`src/rtl/fifo_sync_param.sv`:
```
// rtl/fifo_sync_param.sv - parametrised single-clock FIFO with FWFT option and sticky error flags
// Dual-port RAM with registered read port; in FWFT mode the read register doubles as the head word.
module fifo_sync_param #(
  parameter int pDataWidth   = 8,
  parameter int pFifoDepth   = 8,
  parameter int pAlmostFull  = pFifoDepth - 2,
  parameter int pAlmostEmpty = 2,
  parameter int pFwft        = 0
) (
  input  logic                              iClk,
  input  logic                              iRst,
  input  logic                              iWrEn,
  input  logic [pDataWidth-1:0]             iWrData,
  output logic                              oWrFull,
  output logic                              oAlmostFull,
  input  logic                              iRdEn,
  output logic [pDataWidth-1:0]             oRdData,
  output logic                              oRdValid,
  output logic                              oRdEmpty,
  output logic                              oAlmostEmpty,
  output logic [$clog2(pFifoDepth+1)-1:0]   oCount,
  input  logic                              iClrErr,
  output logic                              oOverflow,
  output logic                              oUnderflow
);

  localparam int cAddrW  = $clog2(pFifoDepth);
  localparam int cCountW = $clog2(pFifoDepth + 1);

  localparam logic [cAddrW-1:0]  cLastAddr    = cAddrW'(pFifoDepth - 1);
  localparam logic [cAddrW-1:0]  cAddrOne     = cAddrW'(1);
  localparam logic [cCountW-1:0] cCountOne    = cCountW'(1);
  localparam logic [cCountW-1:0] cDepth       = cCountW'(pFifoDepth);
  localparam logic [cCountW-1:0] cAlmostFull  = cCountW'(pAlmostFull);
  localparam logic [cCountW-1:0] cAlmostEmpty = cCountW'(pAlmostEmpty);

  logic [pDataWidth-1:0] mem [pFifoDepth];
  logic [cAddrW-1:0]     wrPtr;
  logic [cAddrW-1:0]     rdPtr;
  logic [cCountW-1:0]    count;
  logic [pDataWidth-1:0] rdDataQ;
  logic                  validQ;
  logic                  overflowQ;
  logic                  underflowQ;

  logic wFull;
  logic wEmpty;
  logic wRdAccept;
  logic wWrAccept;
  logic wRamHasData;
  logic wRamRd;

  function automatic logic [cAddrW-1:0] nextPtr(input logic [cAddrW-1:0] ptr);
    return (ptr == cLastAddr) ? '0 : ptr + cAddrOne;
  endfunction

  assign wFull       = (count == cDepth);
  assign wEmpty      = (pFwft != 0) ? !validQ : (count == '0);
  assign wRdAccept   = iRdEn && !wEmpty;
  assign wWrAccept   = iWrEn && (!wFull || wRdAccept);
  // In FWFT mode count includes the head register, so the RAM holds count - validQ words.
  assign wRamHasData = (count > {{(cCountW-1){1'b0}}, validQ});
  assign wRamRd      = (pFwft != 0) ? (wRamHasData && (!validQ || wRdAccept)) : wRdAccept;

  always_ff @(posedge iClk) begin
    if (wWrAccept) begin
      mem[wrPtr] <= iWrData;
    end
  end

  always_ff @(posedge iClk) begin
    if (iRst) begin
      wrPtr      <= '0;
      rdPtr      <= '0;
      count      <= '0;
      rdDataQ    <= '0;
      validQ     <= 1'b0;
      overflowQ  <= 1'b0;
      underflowQ <= 1'b0;
    end else begin
      if (wWrAccept) begin
        wrPtr <= nextPtr(wrPtr);
      end
      if (wRamRd) begin
        rdPtr   <= nextPtr(rdPtr);
        rdDataQ <= mem[rdPtr];
      end
      case ({wWrAccept, wRdAccept})
        2'b10:   count <= count + cCountOne;
        2'b01:   count <= count - cCountOne;
        default: count <= count;
      endcase
      if (pFwft != 0) begin
        if (wRamRd) begin
          validQ <= 1'b1;
        end else if (wRdAccept) begin
          validQ <= 1'b0;
        end
      end else begin
        validQ <= wRdAccept;
      end
      // Setting an error flag takes priority over a simultaneous clear.
      if (iWrEn && !wWrAccept) begin
        overflowQ <= 1'b1;
      end else if (iClrErr) begin
        overflowQ <= 1'b0;
      end
      if (iRdEn && wEmpty) begin
        underflowQ <= 1'b1;
      end else if (iClrErr) begin
        underflowQ <= 1'b0;
      end
    end
  end

  assign oWrFull      = wFull;
  assign oAlmostFull  = (count >= cAlmostFull);
  assign oRdEmpty     = wEmpty;
  assign oAlmostEmpty = (count <= cAlmostEmpty);
  assign oCount       = count;
  assign oRdData      = rdDataQ;
  assign oRdValid     = validQ;
  assign oOverflow    = overflowQ;
  assign oUnderflow   = underflowQ;

endmodule

```
`config.mk`:
```
export PLATFORM = sky130hd
export DESIGN_NAME = fifo_sync_param
export DESIGN_NICKNAME = d
export VERILOG_FILES = /design/src/rtl/fifo_sync_param.sv
export SDC_FILE = /design/constraint.sdc
export NUM_CORES = 1
export LEC_CHECK = 0
export BUFFER_PORTS_ARGS = -buffer_cell sky130_fd_sc_hd__buf_2
export CAP_MARGIN = 20
export CORE_MARGIN = 3
export CORE_UTILIZATION = 40
export DETAILED_ROUTE_END_ITERATION = 7
export GPL_ROUTABILITY_DRIVEN = 0
export HOLD_SLACK_MARGIN = 0.08
export PLACE_DENSITY_LB_ADDON = 0.15
export RECOVER_POWER = 100
export SKIP_LAST_GASP = 1
export SYNTH_ARGS = -nofsm -noshare
export SYNTH_HDL_FRONTEND = slang
export SYNTH_SLANG_ARGS = --single-unit
```
`constraint.sdc`:
```
create_clock -name iClk -period 4 [get_ports iClk]
set_clock_uncertainty 0.1 [all_clocks]
set_input_delay 0.4 -clock iClk [delete_from_list [all_inputs] [get_ports iClk]]
set_output_delay 0.4 -clock iClk [all_outputs]
set_load 0.01 [all_outputs]
```
==> key figures <==
Run status
  • Outcome: finished with violations
  • Failing checks: capacitance limit, slew limit

Setup path
  • Worst setup EP type: flip-flop
  • Crit Path Category: flip-flop to flip-flop
  • Crit. Startpoint: oCount[1]
  • Critical path peak fanout: 10
  • Setup crit start kind: flip-flop
  • Arr. time, crit path: 2.93 ns
  • Critical R2R Launch: oCount[1]
  • CP required: 3.85 ns

Global route
  • Met3 GRT Util: 0.0320
  • Grt peak-use layer: met2
  • Antenna violations before repair: 0
  • GRT met1 Usage: 0.209
  • Total Routing Usage GR: 0.146
  • Vias in the first global route: 1866
  • Met2 GRT Util: 0.214
  • First-pass GRT wire length: 10700 um
  • GRT overflow: 0
  • Largest net degree at the start of global routing: 22

CTS
  • CTS tree: yes
  • Worst-path clk slew: 0.08 ns
  • CTS Buffer Depth: 2
  • H-tree lvl count: 3
  • Post-cts hold buffer count: 0
  • Root Driver: clkbuf_8
  • CTS Buf Count: 9
  • Skew-Pair Late Insertion Delay: 0.35 ns
  • # Post-CTS Setup Buffers: 0
  • Post-CTS resize count: 0
  • Clock sink total: 85

Layout
  • Total Nets Final: 269
  • Antenna Diode Count: 0
  • Design Area, Final: 0.00389 sq mm
  • Layout cells sized above 1: 0.173
  • Synthesis-to-finish area growth: 10.1%

Routing
  • Average routed wire per standard cell: 18.6 um
  • Final wirelength: 6660 um
  • DR pass1 iterations: 4
  • Remaining DRCs: 0
  • Vias: 1871
  • Antenna Nets Post-Route: 0
  • 1st-iter DRT viols: 83
  • Avg Vias per Cell: 5.21

Synthesis
  • Synth Instances: 220
  • Syn nets: 240
  • Proportion of netlist area held by the largest area contributor: 0.544
  • Largest area contributor in the netlist: edfxtp_1
  • #FFs+latches synth: 85
  • Sequential element share of the synthesized area: 0.663
  • Area contributors post-synth: edfxtp_1 54%, dfxtp_1 12%, mux4_2 10%
  • Syn Std Cell Area: 0.00353 sq mm
  • Yosys warnings: 0
  • Syn_area_per_cell: 16.1 sq um
  • Yosys cell types: 38

Floorplanning
  • Die H: 100 um
  • Die Wd: 100 um
  • IO Count: 32
  • Starting Density: 0.422
  • DIE AREA: 0.0100 sq mm
  • Site Rows: 33
  • Core area: 0.00838 sq mm

Timing
  • Fmax: 0.325 GHz
  • Fin crit period: 3.08 ns
  • RSZ-0062 raised after global routing: no
  • Period Utilization, post-route: 0.770
  • Setup Viol. Count Final: 0
  • Relative slew slack: -0.104
  • Final setup margin: 0.922 ns
  • Final Slew Violations: 18
  • Hold Fails Final Rpt: 0
  • Worst Tran Pin Value: 1.64 ns
  • Setup total negative slack: 0 ns

Power and ir drop
  • Power per cell area: 613 mW/mm^2
  • Net Sw Frac: 0.324
  • Pleak: 0.00125 uW
  • Switching pwr: 773 uW
  • Pint: 1610 uW
  • Clock network fraction of design power: 0.259
  • Logic gate share of total power: 0.257
  • Worst VDD drop: 0.236 mV
  • Seq pwr share: 0.483

Placement
  • Setup WS pre-CTS: 1.03 ns
  • DP Area: 0.00376 sq mm
  • Post-DP HPWL: 4090 um
  • # port buffers: 31

Min path
  • Hold Path Class: primary input to flip-flop
  • Min-delay src: iClrErr

Job
  • Count of max-cap constraint violations: 3
==> cell usage in the layout (no fill, tap or decap), types with 3 or more instances in the layout <==
| cell type | netlist | final |
|---|---|---|
| clkbuf_8 | 0 | 9 |
| buf_2 | 6 | 5 |
| a211oi_1 | 2 | 4 |
| a211oi_2 | 9 | 7 |
| nor3_1 | 5 | 5 |
| dfxtp_1 | 21 | 21 |
| mux4_2 | 16 | 16 |
| nand2b_1 | 4 | 4 |
| nor2_1 | 22 | 22 |
| inv_1 | 3 | 3 |
| edfxtp_1 | 64 | 64 |
| a21oi_1 | 8 | 8 |
| ha_1 | 6 | 6 |
| clkbuf_1 | 5 | 29 |
| or3_1 | 3 | 3 |
| xnor2_1 | 3 | 3 |
| mux2i_1 | 11 | 11 |
| nand2_1 | 7 | 7 |
==> path summary, 6_finish.rpt <==
path	to	cells after the start	slack, ns
worst max-delay path	mem[1][6]	3	0.92
worst min-delay path	oOverflow	4	0.27
worst max register to register	mem[1][6]	3	0.92
worst min register to register	oRdData[2]	2	0.41
==> power groups by stage <==
stage               clock, uW  sequential (uW)  combinational, uW
finish                    618             1150                613
global route              675             1170                689
CTS                       630             1150                663
detailed placement          0             1170                656
global placement            0             1170                658
floorplan                   0             1120                563
==> cell families (layout without fill, tap and decap cells) <==
group                    after synthesis  in the layout  synth area share
flip-flops                            85             85             0.663
AND/OR/NAND/NOR                       52             52            0.0719
AO/OA/AOI/OAI                         28             28            0.0666
multiplexers                          27             27             0.133
buffers and inverters                 18             52            0.0312
adder cells (fa/ha/maj)                7              7            0.0269
XOR/XNOR                               3              3           0.00744
==> cell type report <==
class	count	area [sq um]
inverters	3	11.3
fillers	774	4490
multi-input cells	117	1070
clock buffers	10	128
well taps	105	131
clock inverters	6	72.6
repair buffers	33	130
flip-flops and latches	85	2340
==> synthesized netlist by cell type (all sizes together) <==
master / n
nand2b: 4
clkbuf: 5
dfxtp: 21
o21ai: 2
o21bai: 1
xnor2: 3
mux2i: 11
nand4b: 1
o311a: 1
buf: 10
o31ai: 1
nor4bb: 1
and2: 1
nor3: 5
nand3: 2
nor2b: 2
inv: 3
a21oi: 8
a21o: 1
o211ai: 1
or2b: 1
nand3b: 2
fa: 1
nor4: 1
nor2: 22
nand2: 7
edfxtp: 64
a211oi: 11
o21a: 1
mux4: 16
a31oi: 1
or3: 3
ha: 6
==> per-stage QoR <==
| step | cells | utilization | hold slack (ns) | power (uW) |
|---|---|---|---|---|
| 6_report | 359 | 0.464 | 0.275 | 2380 |
| 5_1_grt | 359 | 0.464 | 0.292 | 2540 |
| 4_1_cts | 359 | 0.473 | 0.191 | 2450 |
| 3_5_place_dp | 343 | 0.449 | 0.418 | 1830 |
| 3_3_place_gp | 343 | 0.449 | 0.417 | 1830 |
| 2_1_floorplan | 220 | - | 0.365 | 1690 |
==> critical path, cell delays in order (launching register included) <==
cell	delay, ns
dfxtp_1	0.50
or3_1	0.26
o21ai_0	0.40
nor3_1	1.41
==> per-layer routing <==
metal	wire length (um)	vias up
met1	3310	921
met2	3010	37
li1	-	905
met5	0	-
met3	239	8
met4	95	0
==> flip-flops by register name, summed over array words and instances (netlist names) <==
register    cells
oCount          4
oRdValid        1
oRdData         8
rdPtr           3
wrPtr           3
oUnderflow      1
oOverflow       1
mem            64
Power figures use the tool's default switching activity.
